===== config.mk =====
export PLATFORM = sky130hd
export DESIGN_NAME = sp_ram_fifo_ctrl
export DESIGN_NICKNAME = d
export VERILOG_FILES = /design/src/rtl/sp_ram_fifo_pkg.sv /design/src/rtl/sp_ram_arb.sv /design/src/rtl/sp_ram_fifo_ctrl.sv
export SDC_FILE = /design/constraint.sdc
export NUM_CORES = 1
export LEC_CHECK = 0
export CAP_MARGIN = 5
export CORE_ASPECT_RATIO = 1.75
export CORE_MARGIN = 2
export CORE_UTILIZATION = 30
export CTS_CLUSTER_SIZE = 25
export DETAILED_ROUTE_END_ITERATION = 12
export PLACE_DENSITY_LB_ADDON = 0.1
export SKIP_CTS_REPAIR_TIMING = 1
export SYNTH_ARGS = -nofsm -noshare
export SYNTH_HDL_FRONTEND = slang
export SYNTH_SLANG_ARGS = --single-unit

===== constraint.sdc =====
create_clock -name clk -period 2.7 [get_ports clk]
set_input_delay 0.54 -clock clk [delete_from_list [all_inputs] [get_ports clk]]
set_output_delay 0.54 -clock clk [all_outputs]
set_load 0.05 [all_outputs]

===== src/rtl/sp_ram_fifo_pkg.sv =====
// Shared definitions for the single-port-RAM FIFO controller: default widths
// and the read-handshake FSM state encoding.
package sp_ram_fifo_pkg;

    localparam int DEFAULT_DATA_WIDTH = 8;
    localparam int DEFAULT_ADD_WIDTH  = 4;

    typedef logic [0:0] fsm_state_t;

    localparam fsm_state_t IDLE    = 1'b0;
    localparam fsm_state_t RD_WAIT = 1'b1;

endpackage


===== src/rtl/sp_ram_arb.sv =====
// Two-requester round-robin arbiter between RAM reads and writes.
// Under contention the grant goes to whichever side lost last time; reads win first after reset.
module sp_ram_arb
    import sp_ram_fifo_pkg::*;
(
    input  logic clk,
    input  logic reset,
    input  logic rd_req,
    input  logic wr_req,
    output logic rd_gnt,
    output logic wr_gnt
);

    logic wr_next;
    logic contention;

    assign contention = rd_req && wr_req;
    assign rd_gnt     = rd_req && (!wr_req || !wr_next);
    assign wr_gnt     = wr_req && (!rd_req || wr_next);

    // The priority bit only moves when both sides actually competed.
    always_ff @(posedge clk or posedge reset) begin
        if (reset) begin
            wr_next <= 1'b0;
        end else if (contention) begin
            wr_next <= !wr_next;
        end
    end

endmodule


===== src/rtl/sp_ram_fifo_ctrl.sv =====
// FIFO controller wrapped around an external single-port RAM with one-cycle read latency.
// Optional sticky overflow/underflow flags are enabled by defining SP_RAM_FIFO_ERR_EN.
module sp_ram_fifo_ctrl
    import sp_ram_fifo_pkg::*;
#(
    parameter int DATA_WIDTH = DEFAULT_DATA_WIDTH,
    parameter int ADD_WIDTH  = DEFAULT_ADD_WIDTH
) (
    input  logic                  clk,
    input  logic                  reset,
    input  logic                  wr_valid,
    output logic                  wr_ready,
    input  logic [DATA_WIDTH-1:0] wr_data,
    output logic                  rd_valid,
    input  logic                  rd_ready,
    output logic [DATA_WIDTH-1:0] rd_data,
    output logic                  ram_we,
    output logic [ADD_WIDTH-1:0]  ram_addr,
    output logic [DATA_WIDTH-1:0] ram_data,
    input  logic [DATA_WIDTH-1:0] ram_rdata,
    output logic [ADD_WIDTH:0]    count,
    output logic                  full,
    output logic                  empty
`ifdef SP_RAM_FIFO_ERR_EN
    ,
    output logic                  ovf_err,
    output logic                  udf_err
`endif
);

    localparam int DEPTH = 2 ** ADD_WIDTH;
    localparam logic [ADD_WIDTH:0] DEPTH_CNT = (ADD_WIDTH + 1)'(DEPTH);

    fsm_state_t           state;
    logic [ADD_WIDTH-1:0] wptr;
    logic [ADD_WIDTH-1:0] rptr;
    logic                 rd_req;
    logic                 wr_req;
    logic                 rd_gnt;
    logic                 wr_gnt;

    assign full  = (count == DEPTH_CNT);
    assign empty = (count == '0);

    // A read may refill the output register only once its current word is gone or leaving.
    assign rd_req = !reset && (state == IDLE) && !empty && (!rd_valid || rd_ready);
    assign wr_req = !reset && wr_valid && !full;

    sp_ram_arb u_arb (
        .clk    (clk),
        .reset  (reset),
        .rd_req (rd_req),
        .wr_req (wr_req),
        .rd_gnt (rd_gnt),
        .wr_gnt (wr_gnt)
    );

    assign wr_ready = !reset && !full && !rd_gnt;
    assign ram_we   = wr_gnt;
    assign ram_addr = wr_gnt ? wptr : rptr;
    assign ram_data = wr_data;

    always_ff @(posedge clk or posedge reset) begin
        if (reset) begin
            wptr  <= '0;
            rptr  <= '0;
            count <= '0;
        end else begin
            if (wr_gnt) begin
                wptr  <= wptr + 1'b1;
                count <= count + 1'b1;
            end else if (rd_gnt) begin
                rptr  <= rptr + 1'b1;
                count <= count - 1'b1;
            end
        end
    end

    always_ff @(posedge clk or posedge reset) begin
        if (reset) begin
            state <= IDLE;
        end else begin
            case (state)
                IDLE:    state <= rd_gnt ? RD_WAIT : IDLE;
                RD_WAIT: state <= IDLE;
                default: state <= IDLE;
            endcase
        end
    end

    // RAM data is valid during RD_WAIT; a reset in that cycle drops the word.
    always_ff @(posedge clk or posedge reset) begin
        if (reset) begin
            rd_valid <= 1'b0;
            rd_data  <= '0;
        end else if (state == RD_WAIT) begin
            rd_valid <= 1'b1;
            rd_data  <= ram_rdata;
        end else if (rd_valid && rd_ready) begin
            rd_valid <= 1'b0;
        end
    end

`ifdef SP_RAM_FIFO_ERR_EN
    always_ff @(posedge clk or posedge reset) begin
        if (reset) begin
            ovf_err <= 1'b0;
            udf_err <= 1'b0;
        end else begin
            if (wr_valid && full) begin
                ovf_err <= 1'b1;
            end
            if (rd_ready && !rd_valid && empty && (state == IDLE)) begin
                udf_err <= 1'b1;
            end
        end
    end
`endif

endmodule


==> metrics.md, run 1 <==
| Metric | Value |
|---|---|
| WS Path Type | register to output pin |
| FF+latch count, synth | 24 |
| Initial antenna violation count | 0 |
| CP arrival | 2190 ps |
| Top cells by area, synth | dfrtp_1, mux2_2, ha_1 |
| Diode count | 0 |
| Fin Hold WS | 480 ps |
| Relative slew slack | between 60 and 70% |
| Area delta synth->final | 49.5% |
| First-pass GRT wire length | around 4700 um |
| CTS tree | done |
| GR Overflow Total | 0 |
| Top-area cell type share of the netlist area | a little under half |
| Number of hold violations in the final report | 0 |
| Post-DR wirelength/cell | ~15 um |
| Overall global routing resource usage | around 13% |
| Pwr Total | between 2 and 3 mW |
| Port bufs | 33 |
| Top_reg_cell synth | dfrtp_1 |
| Final WL | 2910 um |
| DRT iter0 DRCs | 3 |
| Die Y | 91.0 um |
| Endpoint class of the critical path | output pin |
| Final Max Slew Viols | 0 |
| I/O pins | 50 |
| Syn. warnings | 0 |
| Die Footprint | roughly 4900 sq um |
| Area taken by multi-input logic gates | about 680 sq um |
| Reg clk slew, reported paths | ~90 ps |
| Req. time, crit path | around 2200 ps |
| Largest vdd supply drop | just under 600 uV |
| Static Leak | between 0.8 and 0.9 nW |
| Worst R2R End | count[4] |
| Failing checks | negative setup slack |
| Worst Tran Pin Value | roughly 500 ps |
| Mean Syn Cell Area | between 10 and 15 sq um |
| Startpoint Class | register |
| Initial core utilization | 31.2% |
| # DRC | 0 |
| Largest net degree at the start of global routing | 15 |
| Crit share post-route | 101% |
| Fillers | between 300 and 400 |
| Setup slack, reg-to-reg | -10 ps |
| Worst Setup EP | ram_addr[3] |
| Fin crit period | 2730 ps |
| Final #Nets | approximately 180 |
| Yosys top cell by area | dfrtp_1 |
| Cell count after synthesis | 105 |
| Max-cap viol count | 0 |
| Worst Path Max Fanout | 7 |
| Finished Cell Area | ~1900 sq um |
| Post-layout util | a little under half |
| Later-pin clock latency in the skew report | between 200 and 300 ps |
| Dpl hpwl | approximately 2200 um |
| Antenna Violating Nets Remaining | 0 |
| GP Congestion | 0.720 |
| Layout cells sized above 1 | about two fifths |
| Top post-synthesis cells by count | dfrtp_1, mux2_2, buf_4 |
| Storage element area | 604 sq um |
| Vias | 956 |
| Core ar. | slightly above 4000 sq um |
| Placed inst area | ~1700 sq um |
| Final WS setup | -30.6 ps |
| Async SR Flop Fraction | between 90% and 100% |
| CP Launch Point | count[0] |
| Clock sink count | 24 |
| Post-synth design cell area | between 1000 and 1500 sq um |
| Power per cell area | roughly 1500 nW/um^2 |
| Drt first pass iters | 2 |
| HP Class | register to register |
| FF-to-FF Start | count[0] |
| Sequential area share after synthesis | a little under half |
| Inserted Clock Buffers | 3 |
| Maximum clock frequency | about 0.37 GHz |
| Post-synthesis cell type count | 32 |
| Vias in the first global route | 1,020 |
| Maximum clock insertion buffer count | 2 |
| EDFF count, synth | 0 |
| FP Rows | 31 |
| Most common cell in the netlist | dfrtp_1 |
| CTS H-tree depth | 1 |
| Die width | around 54 um |
| R2R depth | 9 |
| CTS Root Cell | clkbuf_8 |
| Clk_skew | around 5.6 ps |
| Finish-stage setup viols | 5 |
| Status | finished, violations left |
| RSZ-0062 raised after global routing | true |
| Syn nets | 131 |
| DR vias/cell | 4.83 |
[power breakdown]
| group | switching, mW | internal [mW] |
|---|---|---|
| logic | 1.03 | 0.841 |
| registers | 0.149 | 0.548 |
| clock network | 0.116 | 0.198 |
| total | 1.30 | 1.59 |
[critical path: stages (launching register included)]
cell	delay [ps]
dfrtp_2	410
or4_4	610
o2111ai_4	300
nand2_8	110
mux2_4	330
buf_12	150
[layout make-up]
cell class                      count  area share (%)
Timing Repair Buffer               50            26.0
Sequential cell                    24            31.2
Clock inverter                      1            1.55
Tap cell                           49            3.16
Inverter                            5           0.968
Clock buffer                        3            2.13
Multi-Input combinational cell     66            35.0
[layer usage]
metal,part of all wire [%],track usage (%)
met1,41,14.3
met5,0,0
met3,3.5,1.81
met4,1.2,5.13
met2,54,22.4
[state kept, by name, indices dropped and copies added (netlist names)]
signal         count
rd_data            8
wptr               4
rd_valid           1
count              5
state              1
rptr               4
u_arb.wr_next      1
[through the flow]
step	setup TNS, ps	instances	setup WS, ps
finish	-119	198	-30.6
global route	-529	198	-98.0
CTS	-689	188	-174
detailed placement	0	184	16.1
global placement	0	184	68.2
floorplan	0	105	12.7
[cell usage in the layout (no fill, tap or decap), drive strengths merged, types with 2 or more instances in the layout]
master / n
inv: 5
o211ai: 2
nor2: 2
clkdlybuf4s50: 25
nand2: 3
clkbuf: 3
mux2: 17
nand4: 2
buf: 25
dfrtp: 24
and3: 3
a21o: 3
xnor2: 6
nand3: 3
nor3: 2
xor2: 4
a21oi: 3
ha: 5
[how the worst min path moves through the flow]
stage	start	endpoint	slack, ps	depth (start not counted)
after floorplan	rptr[3]	rptr[3]	440	1
after global placement	rptr[3]	rptr[3]	470	1
after detailed placement	rptr[3]	rptr[3]	460	1
after CTS	rptr[3]	rptr[3]	480	1
after global routing	wptr[3]	wptr[3]	510	1
final	rptr[3]	rptr[3]	480	1
[logic make-up (layout without fill, tap and decap cells)]
group / count (synthesis) / count (layout) / share of synthesized area (%)
fa+ha+maj: 6 / 6 / 6.37
mux: 17 / 17 / 15.1
flops: 24 / 24 / 46.3
simple gates: 18 / 19 / 8.40
buf+inv: 16 / 59 / 8.11
xor+xnor: 10 / 10 / 6.76
compound gates: 14 / 14 / 8.98
(Power assumes the default switching activity.)
==> run 2: changes to the inputs <==
SYNTH_HIERARCHICAL = 1   (was default)
==> metrics.md, run 2 <==
| Metric | Value |
|---|---|
| Power per cell area | 1460 nW/um^2 (-2.0%) |
| Final Max Slew Viols | 0 (unchanged) |
| Initial antenna violation count | 0 (unchanged) |
| Post-DR wirelength/cell | 13.8 um (-6.2%) |
| Relative slew slack | 64.7% (-2.0 points) |
| Post-synthesis mux area share | 14.6% (-0.46 points) |
| Worst Hold Depth | 1 (unchanged) |
| Layout cells sized above 1 | 41.2% (+0.28 points) |
| Pwr Total | 2.79 mW (-3.3%) |
| Syn nets | 127 (-3.1%) |
| Endpoint class of the critical path | output pin |
| Die width | 52.2 um (-2.9%) |
| I/O pins | 50 (unchanged) |
| Post-Synth Adder-Cell Area | 6.78% (+0.41 points) |
| Clock sink count | 24 (unchanged) |
| Sequential area share after synthesis | 49.3% (+3.0 points) |
| Req. time, crit path | 2160 ps (about the same) |
| FF+latch count, synth | 24 (unchanged) |
| Max-cap viol count | 0 (unchanged) |
| Diode count | 0 (unchanged) |
| Area delta synth->final | 57.0% |
| Setup slack, reg-to-reg | 160 ps (+170 ps) |
| First-pass GRT wire length | 4130 um (-12%) |
| Syn. warnings | 6 (+6) |
| Largest family of logic cells by synthesized area | multiplexers |
| Antenna Violating Nets Remaining | 0 (unchanged) |
| Worst hold start | rptr[3] |
| Commonest non-fill, non-tap cell in the layout | clkdlybuf4s50_1 |
| Core ar. | 3900 sq um (-5.9%) |
| Vias in the first global route | 887 (-13%) |
| Top cells by area, synth | dfrtp_1, mux2_2, buf_4 |
| RSZ-0062 raised after global routing | true |
| Most frequent cells in the layout | clkdlybuf4s50_1, dfrtp_1, buf_4 |
| Initial core utilization | 31.2% (-0.047 points) |
| Finish-stage setup viols | 0 (-5) |
| R2R depth | 12 (+3) |
| Crit share post-route | 99.0% (-2.2 points) |
| Sequential power share | 25.6% (+1.4 points) |
| Worst Hold Path EP | rptr[3] |
| Die Y | 88.3 um (-3.0%) |
| Vias | 884 (-7.5%) |
| Post-synthesis cell type count | 28 (-13%) |
| Max reg flops | 8 (unchanged) |
| Synth Area in Simple Gates | 8.84% (+0.44 points) |
| Most common cell in the netlist | dfrtp_1 |
| Drt first pass iters | 2 (unchanged) |
| Worst Tran Pin Value | 528 ps (+29.8 ps) |
| Final #Nets | 175 (-0.57%) |
| Worst R2R End | count[3] |
| Startpoint Class | register |
| WS Path Type | register to output pin |
| CP Launch Point | count[1] |
| Maximum clock insertion buffer count | 2 (unchanged) |
| Pint | 1.52 mW (-4.0%) |
| CTS Root Cell | clkbuf_8 |
| Number of hold violations in the final report | 0 (unchanged) |
| Dpl ws | -319 ps (-335 ps) |
| Later-pin clock latency in the skew report | 260 ps (about the same) |
| Post-layout util | 49.0% (+2.3 points) |
| FF-to-FF Start | count[1] |
| Dpl hpwl | 2040 um (-5.6%) |
| CTS tree | done |
| Port bufs | 33 (unchanged) |
| Static Leak | 0.850 nW (-0.40%) |
| Clock network power share | 8.8% (-2.1 points) |
| Overall global routing resource usage | 12.4% (-0.24 points) |
| Mean Syn Cell Area | 12.1 sq um (-2.4%) |
| Logic pwr share | 65.7% (+0.8 points) |
| DR vias/cell | 4.51 (-6.6%) |
| EDFF count, synth | 0 (unchanged) |
| Final WS setup | 27.8 ps (+58.4 ps) |
| Worst Path Max Fanout | 5 (-2) |
| Die Footprint | 4600 sq um (-5.7%) |
| DRT iter0 DRCs | 3 (unchanged) |
| Yosys top cell by area | dfrtp_1 |
| Final WL | 2710 um (-7.2%) |
| Top Registers | rd_data: 8 flops, count: 5 flops |
| Status | complete, no violations |
| Clk_skew | 2.50 ps (-3.07 ps) |
| Synth Area in Compound Gates | 4.42% (-4.6 points) |
| HP Class | register to register |
| Maximum clock frequency | 0.374 GHz (+2.2%) |
| GP Congestion | 0.672 (-6.6%) |
| Cell count after synthesis | 101 (-3.8%) |
| Inserted Clock Buffers | 3 (unchanged) |
| Top reg by flops | rd_data |
| Async SR Flop Fraction | 100% (unchanged) |
| Top-area cell type share of the netlist area | 49.3% (+3.0 points) |
| GR Overflow Total | 0 (unchanged) |
| Reg clk slew, reported paths | 80 ps (about the same) |
| FP Rows | 30 (-3.2%) |
| Largest net degree at the start of global routing | 14 (-1) |
| Switching Fraction | 45.3% (+0.38 points) |
| CTS H-tree depth | 1 (unchanged) |
| Top_reg_cell synth | dfrtp_1 |
| CP arrival | 2130 ps (-60 ps) |
| Post-synthesis xor/xnor area fraction | 7.91% (+1.2 points) |
| Sw power | 1.26 mW (-2.5%) |
| Post-synth design cell area | 1220 sq um (-6.1%) |
| Fin Hold WS | 479 ps (-1.21 ps) |
| Largest vdd supply drop | 903 uV (+52%) |
| Fin crit period | 2670 ps (-58.4 ps) |
| Top post-synthesis cells by count | dfrtp_1, mux2_2, buf_4 |
| # DRC | 0 (unchanged) |
run 2: changes by cell type in the layout (fill, tap and decap cells not counted), sizes merged, moves of 3 or more:
cell and change:
and3 -3, a21boi +3, nand3 -3, mux2 -3
run 2: per-layer routing:
layer	vias to the layer above	wire [um]	global-route usage (%)
met2	27	1470	22.3
met5	-	0	0
li1	426	-	-
met3	6	149	3.04
met1	425	1020	12.2
met4	0	62	8.16
run 2: power by group through the flow:
stage	logic [mW]	registers [mW]	clock network, mW
after floorplan	0.800	1.07	0
after global routing	1.96	0.742	0.269
after CTS	1.78	0.708	0.254
final	1.83	0.712	0.245
after global placement	1.75	0.707	0
after detailed placement	1.77	0.713	0
run 2: logic make-up (layout without fill, tap and decap cells):
family | after synthesis | after routing
and+or+nand+nor | 19 | 19
AOI/OAI and AO/OA | 8 | 9
buffers and inverters | 17 | 63
xor gates and xnor gates | 11 | 11
muxes | 16 | 16
adders and majority gates | 6 | 6
DFF | 24 | 24
run 2: through the flow:
stage	setup TNS (ps)	std cells	cell area [sq um]
6_report	0	196	1910
5_1_grt	-194	196	1910
4_1_cts	-965	188	1820
3_5_place_dp	-1780	184	1760
3_3_place_gp	-1610	184	1760
2_1_floorplan	-1000	101	1300
run 2: area by class of cell:
cell class              instances  area, sq um
inverters                       7         28.8
fillers                       372         1990
multi-input cells              61          623
well taps                      48         60.1
repair buffers                 52          539
flip-flops and latches         24          606
clock buffers                   4         55.1
run 2: critical path, stage by stage, from the launching register on:
cell and delay (ps):
dfrtp_2 440, nor4_4 280, and2b_4 210, nor3_4 60, buf_6 120, a21boi_4 270
mux2_4 350, buf_12 150
run 2: how the worst max path moves through the flow:
stage	endpoint	cells past startpoint
after global routing	ram_addr[0]	7
after floorplan	count[3]	11
final	ram_addr[2]	7
after detailed placement	count[4]	11
after global placement	count[4]	11
after CTS	ram_addr[2]	5
==> run 3: changes to the inputs <==
PLACE_DENSITY_LB_ADDON = default   (was 0.1)
==> metrics.md, run 3 (synthesis results as in run 2) <==
| Metric | Value |
|---|---|
| Status | complete, no violations |
| Largest vdd supply drop | 885 uV (-2.0%) |
| Dpl ws | -171 ps (+147 ps) |
| Fillers | 378 (+1.6%) |
| HP Class | register to register |
| Worst Tran Pin Value | 611 ps (+83.6 ps) |
| First-pass GRT wire length | 4310 um (+4.2%) |
| Most frequent cells in the layout | clkdlybuf4s50_1, dfrtp_1, buf_4 |
| Die Y | 88.3 um (unchanged) |
| Antenna Violating Nets Remaining | 0 (unchanged) |
| Die Footprint | 4600 sq um (unchanged) |
| I/O pins | 50 (unchanged) |
| Vias | 892 (+0.90%) |
| Crit share post-route | 98.3% (-0.66 points) |
| Worst Hold Path EP | rptr[3] |
| Worst hold start | rptr[3] |
| GP Congestion | 0.663 (-1.5%) |
| Setup slack, reg-to-reg | 190 ps (+30 ps) |
| Power per cell area | 1470 nW/um^2 (+0.70%) |
| # DRC | 0 (unchanged) |
| WS Path Type | primary input to output pin |
| Clock sink count | 24 (unchanged) |
| CTS Root Cell | clkbuf_8 |
| Req. time, crit path | 2160 ps (about the same) |
| Area delta synth->final | 56.0% |
| Post-DR wirelength/cell | 13.5 um (-2.1%) |
| Max reg flops | 8 (unchanged) |
| Number of hold violations in the final report | 0 (unchanged) |
| FF-to-FF Start | count[1] |
| Final WS setup | 45.6 ps (+17.8 ps) |
| Drt first pass iters | 4 (+2) |
| Top Registers | rd_data: 8 flops, count: 5 flops |
| Commonest non-fill, non-tap cell in the layout | clkdlybuf4s50_1 |
| Finish-stage setup viols | 0 (unchanged) |
| DR vias/cell | 4.55 (+0.90%) |
| Worst R2R End | count[3] |
| Clk_skew | 4.45 ps (+1.96 ps) |
| Port bufs | 33 (unchanged) |
| Inserted Clock Buffers | 3 (unchanged) |
| Final WL | 2650 um (-2.1%) |
| Dpl hpwl | 2000 um (-1.9%) |
| Initial core utilization | 31.2% (unchanged) |
| Final Max Slew Viols | 0 (unchanged) |
| Largest net degree at the start of global routing | 17 (+3) |
| Maximum clock frequency | 0.377 GHz (+0.67%) |
| Pwr Total | 2.79 mW (about the same) |
| GR Overflow Total | 0 (unchanged) |
| Max-cap viol count | 0 (unchanged) |
| Layout cells sized above 1 | 41.9% (+0.68 points) |
| Storage element area | 606 sq um (unchanged) |
| Maximum clock insertion buffer count | 2 (unchanged) |
| DRT iter0 DRCs | 8 (+5) |
| Area taken by multi-input logic gates | 639 sq um (+2.6%) |
| Static Leak | 0.834 nW (-1.9%) |
| Relative slew slack | 59.2% (-5.5 points) |
| CTS H-tree depth | 1 (unchanged) |
| Die width | 52.2 um (unchanged) |
| Later-pin clock latency in the skew report | 260 ps (about the same) |
| Startpoint Class | primary input |
| Inst Count DP | 184 (unchanged) |
| CP arrival | 2110 ps (-20 ps) |
| Initial antenna violation count | 0 (unchanged) |
| Worst Hold Depth | 1 (unchanged) |
| Fin crit period | 2650 ps (-17.8 ps) |
| FP Rows | 30 (unchanged) |
| Worst Path Max Fanout | 5 (unchanged) |
| Post-layout util | 48.7% (-0.32 points) |
| Core ar. | 3900 sq um (unchanged) |
| Vias in the first global route | 999 (+13%) |
| TNS Setup | 0 ps (unchanged) |
| Diode count | 0 (unchanged) |
| R2R depth | 12 (unchanged) |
| Final #Nets | 175 (unchanged) |
| Endpoint class of the critical path | output pin |
| CTS tree | done |
| Overall global routing resource usage | 12.4% (about the same) |
| Top reg by flops | rd_data |
| Reg clk slew, reported paths | 80 ps (about the same) |
| Fin cells | 196 (unchanged) |
==> run 3: changes by cell type in the layout (fill, tap and decap cells not counted), sizes merged <==
| cell | previous run | this run |
|---|---|---|
| dlymetal6s2s | 1 | 0 |
| clkdlybuf4s50 | 26 | 27 |
==> run 3: final cells by class <==
cell class	count	area share, %
sequential	24	31.9
timing repair buffer	52	27.4
clock buffer	4	2.37
inverter	7	1.52
tap	48	3.16
multi-input combinational	61	33.7
==> run 3: power by group <==
group	internal [mW]	switching (mW)	total, mW
Sequential	0.553	0.176	0.729
Clock	0.105	0.108	0.214
Combinational	0.857	0.988	1.84
==> run 3: per-stage QoR <==
stage / area [sq um] / hold slack, ps
finish: 1900 / 480
global route: 1900 / 510
CTS: 1790 / 486
detailed placement: 1750 / 474
global placement: 1750 / 468
floorplan: 1300 / 269
==> run 3: per-layer routing <==
layer	vias to the layer above	track usage, %	routed length (um)
li1	422	-	-
met1	443	12.1	925
met2	23	24.3	1560
met3	4	1.69	107
met4	0	6.29	53
met5	-	0	0
==> run 3: worst max path at each step <==
stage | from | slack, ps | cells after the start | end
finish | reset | 50 | 6 | ram_addr[3]
global route | rd_ready | -7 | 7 | ram_addr[0]
CTS | wr_valid | -110 | 5 | ram_addr[3]
detailed placement | rd_ready | -170 | 10 | count[4]
global placement | rd_ready | -110 | 10 | count[4]
floorplan | count[2] | -170 | 11 | count[3]
==> run 3: worst max-delay path, cell delays in order <==
cell and delay [ps]:
clkdlybuf4s50_1 450, buf_4 180, nor3_4 300, a21boi_4 150
mux2_4 330, buf_12 150
==> RTL edit 1, RTL diff (config.mk and constraints of run 2) <==
`DEFAULT_DATA_WIDTH`: 8 -> 6.
--- a/src/rtl/sp_ram_fifo_pkg.sv
+++ b/src/rtl/sp_ram_fifo_pkg.sv
@@ -2,7 +2,7 @@
 // and the read-handshake FSM state encoding.
 package sp_ram_fifo_pkg;
 
-    localparam int DEFAULT_DATA_WIDTH = 8;
+    localparam int DEFAULT_DATA_WIDTH = 6;
     localparam int DEFAULT_ADD_WIDTH  = 4;
 
     typedef logic [0:0] fsm_state_t;
Interface: changed (resized ram_data, ram_rdata, rd_data and wr_data); port bits go from 50 to 42. The function was not compared with the original's and may differ.
==> RTL edit 1 against run 2 <==
  * Worst setup slack better by 0.026 ns
  * Die area decreased by 6.8%
  * Sequential share of layout area increased by 0.43 points
  * Power down 9.8%
  * Core utilization decreased by 1.3 points
  * Final cell count shrank 8.2%
  * Critical path type is now in -> out
  * Design area shrank 9.5%
  * Largest cell class unchanged
  * Sequential cell count decreased by 2
  * Count of clock-buffer cells in the layout is the same
  * Area after synthesis decreased by 7.2%
  * Routed wire length down 15%
  * Clock skew about the same
==> RTL edit 1: results (changes against run 2) <==
.. list-table::
   :header-rows: 1

   * - Metric
     - Value
   * - Result of the run
     - finished, final reports clean
   * - Worst reg2reg path startpoint
     - count[2]
   * - Adder-cell share of the synthesized area
     - 0.07309 (+0.005258)
   * - Violation count after the first detailed-route iteration
     - 4 (+1)
   * - Fraction of registers with async set/reset
     - 1.000 (unchanged)
   * - R2R Path End
     - count[3]
   * - Cells taking the most area after synthesis
     - dfrtp_1, mux2_2, ha_1
   * - Sequential fraction of the synthesis area
     - 0.4873 (-0.006055)
   * - Minimum period implied by the final worst setup slack
     - 2.646 ns (-0.02605 ns)
   * - Number of synthesis warnings
     - 6 (unchanged)
   * - Total via count after detailed routing
     - 813 (-8.0%)
   * - Worst-path fanout max
     - 5 (unchanged)
   * - Worst Hold Margin
     - 0.3089 ns (-0.1697 ns)
   * - Worst setup slack for register-to-register paths
     - 0.24 ns (+0.08 ns)
   * - Tot GR Track Use
     - 0.1132 (-0.01102)
   * - Number of levels the H-tree was split into
     - 1 (unchanged)
   * - Predominant post-synthesis flop cell
     - dfrtp_1
   * - Post-layout net count
     - 157 (-10%)
   * - Vias in the first global route
     - 836 (-5.7%)
   * - Largest registers ranked by flip-flop count
     - rd_data: 6 flops, count: 5 flops
   * - Share of cells above drive strength 1
     - 0.4030 (-0.009177)
   * - Synth top cells by count
     - dfrtp_1, mux2_2, buf_4, inv_1, xnor2_1
   * - Clock Pin Slew Worst Setup and Hold Paths
     - 0.08 ns (about the same)
   * - Number of antenna diodes
     - 0 (unchanged)
   * - Synthesized netlist net count
     - 117 (-7.9%)
   * - Pleak
     - 0.7666 nW (-9.9%)
   * - Hold/Removal Path Class
     - in -> async
   * - Multiplexer area fraction after synthesis
     - 0.1373 (-0.008620)
   * - Number of buffers on the longest clock path
     - 2 (unchanged)
   * - Arrival time of data at the critical path endpoint
     - 2.11 ns (-0.02 ns)
   * - Distinct cell type count of the synthesized netlist
     - 28 (unchanged)
   * - Placer's final routability congestion estimate
     - 0.6984 (+3.9%)
   * - Post-route clock skew
     - 0.002887 ns (+0.0003911 ns)
   * - Rel. slew slack
     - 0.6672 (+0.02034)
   * - Number of search-and-repair iterations in the first detailed-routing pass
     - 4 (+2)
   * - XOR/XNOR share of the synthesized area
     - 0.08527 (+0.006135)
   * - Wire length of the first global-routing pass
     - 3698 um (-11%)
   * - Source-to-sink clock delay at the later pin of the worst-skew pair
     - 0.26 ns (about the same)
   * - Half-perimeter wire length after detailed placement
     - 1749 um (-14%)
   * - Clock tree root buffer cell
     - clkbuf_8
   * - Largest net degree at the start of global routing
     - 13 (-1)
   * - Final WL
     - 2305 um (-15%)
   * - CTS Buf Count
     - 3 (unchanged)
   * - Port-buffer cells
     - 29 (-12%)
   * - Compound-Gate Fraction of Synth Area
     - 0.04762 (+0.003426)
   * - Worst ir drop on vdd
     - 0.0007087 V (-22%)
   * - Depth of the worst register-to-register path
     - 11 (-1)
   * - Antenna violations before repair
     - 0 (unchanged)
-- RTL edit 1: worst max-delay path by stage --
stage,startpoint,endpoint,slack [ns],cells after the start
floorplan,count[3],count[3],-0.16,11
global placement,rd_ready,count[4],-0.11,10
detailed placement,rd_ready,count[4],-0.15,10
CTS,rd_ready,wr_ready,-0.06,8
global route,rd_ready,count[4],-0.02,11
finish,wr_valid,ram_addr[0],0.05,5
-- RTL edit 1: layer usage --
metal  global-route usage  part of all wire  wire (um)
met5                    0                 0          0
met4              0.05160             0.010         24
met3              0.01937             0.031         72
met2               0.2045              0.58       1335
met1               0.1254              0.38        873
-- RTL edit 1: area by class of cell --
cell class / count / area [um2]
Multi-Input combinational cell: 59 / 595.6
Sequential cell: 22 / 555.5
Clock buffer: 4 / 55.05
Timing Repair Buffer: 42 / 437.9
Fill cell: 347 / 1898
Tap cell: 46 / 57.56
Inverter: 7 / 28.78
-- RTL edit 1: worst max-delay path: stages --
cell and delay [ns]:
clkdlybuf4s50_1 0.44, nor3b_2 0.26, a21boi_4 0.36, mux2_4 0.35
buf_12 0.15
-- RTL edit 1: kinds of logic after synthesis --
| logic type | Yosys count |
|---|---|
| buf+inv | 15 |
| flops | 22 |
| xor+xnor | 11 |
| mux | 14 |
| compound gates | 8 |
| simple gates | 19 |
| fa+ha+maj | 6 |
-- RTL edit 1: through the flow --
stage	instances	setup TNS, ns	instance area, um2	setup WS (ns)
after global placement	171	-0.3806	1617	-0.1129
after floorplan	95	-0.9252	1215	-0.1615
after CTS	175	-0.2547	1672	-0.05879
after detailed placement	171	-0.5755	1617	-0.1507
after global routing	180	-0.02236	1730	-0.02236
final	180	0	1730	0.05384
-- RTL edit 1: power breakdown --
group | switching (mW) | leakage, nW | internal (mW)
Clock | 0.107 | 0.0288 | 0.130
Sequential | 0.174 | 0.258 | 0.507
Combinational | 0.866 | 0.480 | 0.731
Total | 1.15 | 0.767 | 1.37
==> RTL edit 2, RTL diff (settings of run 2) <==
Without the edit above. Register the output `count` once more, cleared by the reset; this adds one clock of latency there. The other outputs are not delayed to match.
--- a/src/rtl/sp_ram_fifo_ctrl.sv
+++ b/src/rtl/sp_ram_fifo_ctrl.sv
@@ -31,6 +31,8 @@
     localparam int DEPTH = 2 ** ADD_WIDTH;
     localparam logic [ADD_WIDTH:0] DEPTH_CNT = (ADD_WIDTH + 1)'(DEPTH);
 
+    logic [ADD_WIDTH:0] count_s0;
+
     fsm_state_t           state;
     logic [ADD_WIDTH-1:0] wptr;
     logic [ADD_WIDTH-1:0] rptr;
@@ -39,8 +41,8 @@
     logic                 rd_gnt;
     logic                 wr_gnt;
 
-    assign full  = (count == DEPTH_CNT);
-    assign empty = (count == '0);
+    assign full  = (count_s0 == DEPTH_CNT);
+    assign empty = (count_s0 == '0);
 
     // A read may refill the output register only once its current word is gone or leaving.
     assign rd_req = !reset && (state == IDLE) && !empty && (!rd_valid || rd_ready);
@@ -64,14 +66,14 @@
         if (reset) begin
             wptr  <= '0;
             rptr  <= '0;
-            count <= '0;
+            count_s0 <= '0;
         end else begin
             if (wr_gnt) begin
                 wptr  <= wptr + 1'b1;
-                count <= count + 1'b1;
+                count_s0 <= count_s0 + 1'b1;
             end else if (rd_gnt) begin
                 rptr  <= rptr + 1'b1;
-                count <= count - 1'b1;
+                count_s0 <= count_s0 - 1'b1;
             end
         end
     end
@@ -117,5 +119,13 @@
     end
 `endif
 
+    always_ff @(posedge clk or posedge reset) begin
+        if (reset) begin
+            count <= '0;
+        end else begin
+            count <= count_s0;
+        end
+    end
+
 endmodule
 
Check against the original RTL: not equivalent (Yosys sat finds a counterexample within 4 cycles, from zero or initial values and one cycle with reset high).
==> RTL edit 2 against run 2 <==
  * Design area rose by 7.1%
  * Critical path depth fell by 1
  * Power rose by 6.2%
  * Sequential power rose by 14%
  * Maximum frequency rose by 3.1%
  * Sequential cell count rose by 5
  * Largest cell class is now sequential cells
  * Die area rose by 10%
  * Worst setup slack improved by 0.079 ns
  * Area after synthesis rose by 11%
  * Critical path type is now in -> out
  * Routed wire length fell by 0.41%
==> RTL edit 2: results (changes against run 2) <==
.. list-table::
   :header-rows: 1

   * - Metric
     - Value
   * - Share of cells above drive strength 1
     - 0.3782 (-0.03396)
   * - CTS Buf Count
     - 5 (+2)
   * - Number of levels the H-tree was split into
     - 2 (+1)
   * - Depth of the worst register-to-register path
     - 10 (-2)
   * - Largest net degree at the start of global routing
     - 22 (+8)
   * - Worst setup slack for register-to-register paths
     - 0.20 ns (+0.04 ns)
   * - Via-per-instance ratio
     - 4.560 (+1.1%)
   * - Synth top cells by count
     - dfrtp_1, mux2_2, buf_4
   * - Clock Pin Slew Worst Setup and Hold Paths
     - 0.06 ns (-0.02 ns)
   * - Placer's final routability congestion estimate
     - 0.7606 (+13%)
   * - Rel. slew slack
     - 0.6660 (+0.01918)
   * - Worst Hold Margin
     - 0.4427 ns (-0.03592 ns)
   * - Post-route clock skew
     - 0.002009 ns (-0.0004874 ns)
   * - Arrival time of data at the critical path endpoint
     - 2.05 ns (-0.08 ns)
   * - Vias in the first global route
     - 1023 (+15%)
   * - Minimum setup slack after placement
     - -0.1573 ns (+0.1614 ns)
   * - Source of the worst hold timing path
     - count_s0[4]
   * - Final WL
     - 2694 um (-0.41%)
   * - Startpoint of the most critical setup path
     - wr_valid
   * - Total via count after detailed routing
     - 944 (+6.8%)
   * - Sequential fraction of the synthesis area
     - 0.5385 (+0.04521)
   * - Hold Path End
     - count[4]
   * - Cells taking the most area after synthesis
     - dfrtp_1, mux2_2, buf_4
   * - Number of placed instances with taps included
     - 199 (+8.2%)
   * - Largest registers ranked by flip-flop count
     - rd_data: 8 flops, count: 5 flops, count_s0: 5 flops
   * - Result of the run
     - finished, final reports clean
   * - Wire length of the first global-routing pass
     - 4588 um (+11%)
   * - Violation count after the first detailed-route iteration
     - 5 (+2)
   * - Synthesized netlist net count
     - 133 (+4.7%)
   * - Worst reg2reg path startpoint
     - count_s0[3]
## RTL edit 2: changes by cell type after synthesis
cell     delta
and3_1      +1
dfrtp_1     +5
nand3_1     +1
nand4_1     -1
## RTL edit 2: kinds of logic (layout without fill, tap and decap cells)
family,after synthesis,after routing,share of synthesized area
compound gates,8,8,0.03992
xor+xnor,11,11,0.07149
fa+ha+maj,6,6,0.06128
buf+inv,17,66,0.07335
flops,29,29,0.5385
mux,16,16,0.1318
simple gates,20,20,0.08358
## RTL edit 2: area by class of cell
class | instances | area, um2
Tap cell | 51 | 63.81
Timing Repair Buffer | 51 | 538.0
Sequential cell | 29 | 725.7
Multi-Input combinational cell | 61 | 609.3
Fill cell | 418 | 2316
Clock inverter | 2 | 10.01
Clock buffer | 6 | 72.57
Inverter | 7 | 28.78
## RTL edit 2: routing by layer
layer	vias to the layer above	GRT usage	wire length (um)
met1	464	0.1396	1039
li1	441	-	-
met3	5	0.03871	159
met5	-	0	0
met2	34	0.2073	1440
met4	0	0.05625	55
## RTL edit 2: where the power goes
group	internal (mW)	switching, mW
logic	0.833	0.977
clock network	0.178	0.157
registers	0.660	0.154
## RTL edit 2: metrics by stage
step           utilization  area [um2]  total power, mW  TNS [ns]
2_1_floorplan            -        1414            1.968   -0.3453
3_3_place_gp        0.4432        1934            2.596   -0.2617
3_5_place_dp        0.4432        1934            2.637   -0.3688
4_1_cts             0.4622        2017            2.980   -0.1927
5_1_grt             0.4693        2048            3.154         0
6_report            0.4693        2048            2.959         0
## RTL edit 2: worst max path at each step
stage / slack, ns / depth (start not counted) / to
after floorplan: -0.07 / 11 / count_s0[3]
after global placement: -0.08 / 11 / count_s0[4]
after detailed placement: -0.16 / 11 / count_s0[4]
after CTS: -0.05 / 6 / ram_addr[3]
after global routing: 0.02 / 7 / ram_addr[3]
final: 0.11 / 6 / ram_addr[3]
## RTL edit 2: critical path, stage by stage
cell and delay, ns:
clkdlybuf4s50_1 0.46, nor3b_4 0.21, a21boi_4 0.24, buf_12 0.14
mux2_4 0.31, buf_12 0.15
